**config.mk**
```make
export PLATFORM = sky130hd
export DESIGN_NAME = fetch_unit
export DESIGN_NICKNAME = d
export VERILOG_FILES = /design/src/rtl/fetch_unit.sv
export SDC_FILE = /design/constraint.sdc
export NUM_CORES = 1
export LEC_CHECK = 0
export CAP_MARGIN = 25
export CORE_UTILIZATION = 25
export DETAILED_ROUTE_END_ITERATION = 10
export PLACE_DENSITY = 0.5
export SETUP_SLACK_MARGIN = 0.2
export SLEW_MARGIN = 20
export SYNTH_ARGS = -nofsm -noshare
export SYNTH_HDL_FRONTEND = slang
export SYNTH_SLANG_ARGS = --single-unit
```
**constraint.sdc**
```tcl
create_clock -name CLK -period 1.91 [get_ports CLK]
set_input_delay 0.2865 -clock CLK [delete_from_list [all_inputs] [get_ports CLK]]
set_output_delay 0.2865 -clock CLK [all_outputs]
set_load 0.03 [all_outputs]
```
**src/rtl/fetch_unit.sv**
```systemverilog
// rtl/fetch_unit.sv - MIPS instruction-fetch stage: PC, icache request, one-entry output buffer
module fetch_unit #(
  parameter logic [31:0] PC_INIT = 32'h00000000
) (
  input  logic        CLK,
  input  logic        RST,
  output logic        imemREN,
  output logic [31:0] imemaddr,
  input  logic        ihit,
  input  logic [31:0] imemload,
  input  logic        stall,
  input  logic        redirect,
  input  logic [31:0] redirect_pc,
  input  logic        halt,
  output logic        valid_out,
  output logic [31:0] instr_out,
  output logic [31:0] pcplus4_out,
  output logic        flush_out,
  output logic        halted
);

  typedef enum logic {RUN = 1'b0, HALTED = 1'b1} state_t;

  state_t      state;
  state_t      next_state;
  logic [31:0] pc;
  logic [31:0] pc_plus4;
  logic [31:0] redirect_target;
  logic        accept;
  logic        fill;

  assign accept          = valid_out & ~stall;
  assign fill            = imemREN & ihit;
  assign pc_plus4        = pc + 32'd4;
  assign redirect_target = redirect_pc & 32'hFFFF_FFFC;
  assign imemaddr        = pc;
  assign flush_out       = redirect;

  always_ff @(posedge CLK) begin
    if (RST) state <= RUN;
    else     state <= next_state;
  end

  always_comb begin
    next_state = state;
    if (state == RUN && halt) next_state = HALTED;
  end

  // Request is squashed during reset so an in-flight fetch is abandoned.
  always_comb begin
    imemREN = 1'b0;
    halted  = (state == HALTED);
    if (!RST && state == RUN && !redirect && !halt && (!valid_out || accept))
      imemREN = 1'b1;
  end

  // Priority: halt, then redirect (which drops any coincident ihit), then fill, then drain.
  always_ff @(posedge CLK) begin
    if (RST) begin
      pc          <= PC_INIT;
      valid_out   <= 1'b0;
      instr_out   <= 32'h0;
      pcplus4_out <= 32'h0;
    end else if (state == RUN) begin
      if (halt) begin
        valid_out <= 1'b0;
      end else if (redirect) begin
        pc        <= redirect_target;
        valid_out <= 1'b0;
      end else if (fill) begin
        instr_out   <= imemload;
        pcplus4_out <= pc_plus4;
        pc          <= pc_plus4;
        valid_out   <= 1'b1;
      end else if (accept) begin
        valid_out <= 1'b0;
      end
    end
  end

endmodule

```
==> results of run 1 <==
-- timing repair --
| action | in CTS | in global routing |
|---|---|---|
| cloned | 1 | 1 |
| pin swaps | 6 | 15 |
| buffers inserted | 4 | 21 |
| hold buffers | 0 | 0 |
| endpoints found under the setup margin | 50 | 58 |
| resized for setup | 38 | 38 |
-- area by class of cell --
cell class | count | area [µm²]
fillers | 1669 | 9490
flip-flops and latches | 94 | 1960
clock buffers | 12 | 289
multi-input cells | 410 | 2500
clock inverters | 4 | 32.5
inverters | 4 | 15.0
diodes | 1 | 2.50
well taps | 220 | 275
repair buffers | 238 | 2260
-- routing by layer --
metal / GRT usage / vias to the layer above / wire length (µm)
li1: - / 2365 / -
met1: 0.215 / 2292 / 7110
met2: 0.282 / 133 / 7380
met3: 0.0488 / 16 / 965
met4: 0.0655 / 2 / 226
met5: 0 / - / 17
-- logic make-up after synthesis --
group	count (synthesis)
other cells	1
flops	94
mux	1
xor+xnor	21
compound gates	170
fa+ha+maj	1
buf+inv	46
simple gates	213
-- flip-flops by register name, summed over array words and instances (netlist names) --
signal	flops
halted	1
imemaddr	30
instr_out	32
pcplus4_out	30
valid_out	1
-- worst max path at each step --
stage	endpoint	slack (ns)
floorplan	imemREN	0.17
global placement	imemaddr[29]	-0.09
detailed placement	imemaddr[8]	-0.10
CTS	imemREN	0.04
global route	imemREN	0.13
finish	imemREN	0.17
-- cell usage after synthesis, types with 3 or more instances --
cell type,count,share of area
nand2_1,97,0.083
dfxtp_1,94,0.43
a21oi_1,73,0.084
nor2_1,46,0.040
o21ai_0,35,0.040
clkbuf_1,20,0.017
nand3_1,15,0.017
xor2_1,12,0.024
buf_2,11,0.013
a211oi_1,10,0.017
nor3_1,10,0.011
nand4_1,9,0.013
xnor2_1,9,0.018
a31o_2,7,0.014
a31oi_1,6,0.0086
buf_1,6,0.0052
o22ai_1,6,0.0086
and2_1,5,0.0072
and3_1,5,0.0072
buf_4,5,0.0086
o31ai_1,5,0.0086
a22o_1,4,0.0080
a22oi_1,4,0.0069
or3_1,4,0.0057
a32o_1,3,0.0069
inv_1,3,0.0026
nand2b_1,3,0.0043
nor3_2,3,0.0069
nor4_1,3,0.0043
-- where the power goes --
part	switching, µW	total (µW)	internal [µW]
Sequential	86.4	2110	2020
Clock	827	1920	1090
Combinational	430	813	383
Total	1340	4830	3490
-- metrics by stage --
step,area [µm²],util
floorplan,4540,-
global placement,6630,0.394
detailed placement,6630,0.394
CTS,7010,0.417
global route,7330,0.436
finish,7330,0.436
-- worst max-delay path, delay by kind of cell (launching register included) --
kind | cells | cell delay [ns]
compound gates | 1 | 0.26
buf+inv | 1 | 0.22
flops | 1 | 0.36
simple gates | 1 | 0.25
==> reports/metrics.cfg, run 1 <==
[status]
status=finished, final reports clean

[timing]
hold_slack_ns=0.313
rsz0062_at_grt=true
finalCritPeriodShare=0.909
tns_ns=0
fin_skew_ns=0.0130
relSlewSlack=0.622
drv_slew=0
fin_ws_ns=0.174
setup_viol_count_final=0
hold_viol=0
max_freq_mhz=576
worstMarginPinSlew_ns=0.567
fin_crit_ns=1.74

[placed_design]
dp_slack_ns=-0.102
io_buffer_count=163
routabilityCongestion=0.776
place_inst=939
dp_hpwl_mm=11.0

[min_path]
holdPathStages=3
holdPathEnd=imemaddr[15]
hold_start=RST
hold_path_class=primary input to register

[final_layout]
nNetsFinal=828
final_cell_mix=118 x clkdlybuf4s50_1, 97 x nand2_1, 70 x a21oi_1, 69 x buf_4, 68 x dfxtp_1
drive_above_1_share=0.219
instances_no_fill=983
area_delta_synth_final_pct=68.0
final_common_cell=clkdlybuf4s50_1

[synthesis]
synth_ff_type=dfxtp_1
syn_inst=547
synth_top_family_by_area=simple AND/OR/NAND/NOR gates
synthArstFlopShare=0
syn_avg_cell_area_um2=7.98
synth_compound_area_frac=0.237
synthXorXnorAreaFrac=0.0421
synthAdderAreaFrac=0.00287
synth_mux_area_frac=0.00229
ys_warn_count=0
syn-cell-area_um2=4360
synth-simple-area-share=0.237
yosysUniqueCellTypes=57
synth_edf_count=0
ys_seq_area_frac=0.431
ys_ff_latch=94

[critical_path]
reg2regPathDepth=6
crit_fanout=4
rr_startpoint=imemaddr[6]
cp_data_required_time_ns=1.62
r2r_setup_slack_ns=0.23
r2r_end=imemaddr[23]
arrival_ns=1.45
startpoint_type=register
max_stage_delay_ns=0.36
cpMaxStageDelayCell=dfxtp_4
critPathLaunch=halted
critPathKind=register to output pin
end_kind=output pin
cp_cell_sequence=or2_4 > a2111oi_4 > clkbuf_16

[cts]
path_clk_slew_ns=0.07
cts-root-buf=clkbuf_16
cts_made_buffers=9
cts_tree=done
cts_num_sinks=94
insertion_delay_ns=0.35
htreeDepth=3
clockBufferDepth=2

[power_and_ir_drop]
ir_worst_vdd_mv=0.413
total_power_uw=4830
powerDensity_nw_per_um2=659
p_leak_uw=0.00298

[routing]
drc=0
num_vias=4808
drt-pass1-iter-count=4
routed_wl_mm=15.7
wl_per_cell_um=16.0
drt_iter0_drc=223
drt-vias-per-instance=4.89
ant_nets=0

[floorplan]
die_h_um=134
die_w_um=134
rows=47
ios=170
start_util=0.259
core_area_um2=16800
die_area_um2=18000

[global_routing]
antenna_found_initial=2
grt_pass1_wl_mm=24.4
grt_overflow=0
grt_usage=0.173
grt_pass1_vias=4665
grt_max_degree=49

[run]
cap_violations=0

(Power assumes the default switching activity.)
==> inputs of run 2 (changes only) <==
--- a/config.mk
+++ b/config.mk
@@ -6,7 +6,9 @@
 export NUM_CORES = 1
 export LEC_CHECK = 0
 export CAP_MARGIN = 25
+export CORE_MARGIN = 1
 export CORE_UTILIZATION = 25
+export CTS_CLUSTER_SIZE = 16
 export DETAILED_ROUTE_END_ITERATION = 10
 export PLACE_DENSITY = 0.5
 export SETUP_SLACK_MARGIN = 0.2
==> results of run 2 <==
The final DEF is identical to that of run 1; final timing and power are the same.
==> inputs of run 3 (changes only) <==
--- a/config.mk
+++ b/config.mk
@@ -5,7 +5,7 @@
 export SDC_FILE = /design/constraint.sdc
 export NUM_CORES = 1
 export LEC_CHECK = 0
-export CAP_MARGIN = 25
+export CAP_MARGIN = 20
 export CORE_MARGIN = 1
 export CORE_UTILIZATION = 25
 export CTS_CLUSTER_SIZE = 16
==> results of run 3 <==
The final DEF is identical to that of run 1; final timing and power are the same.
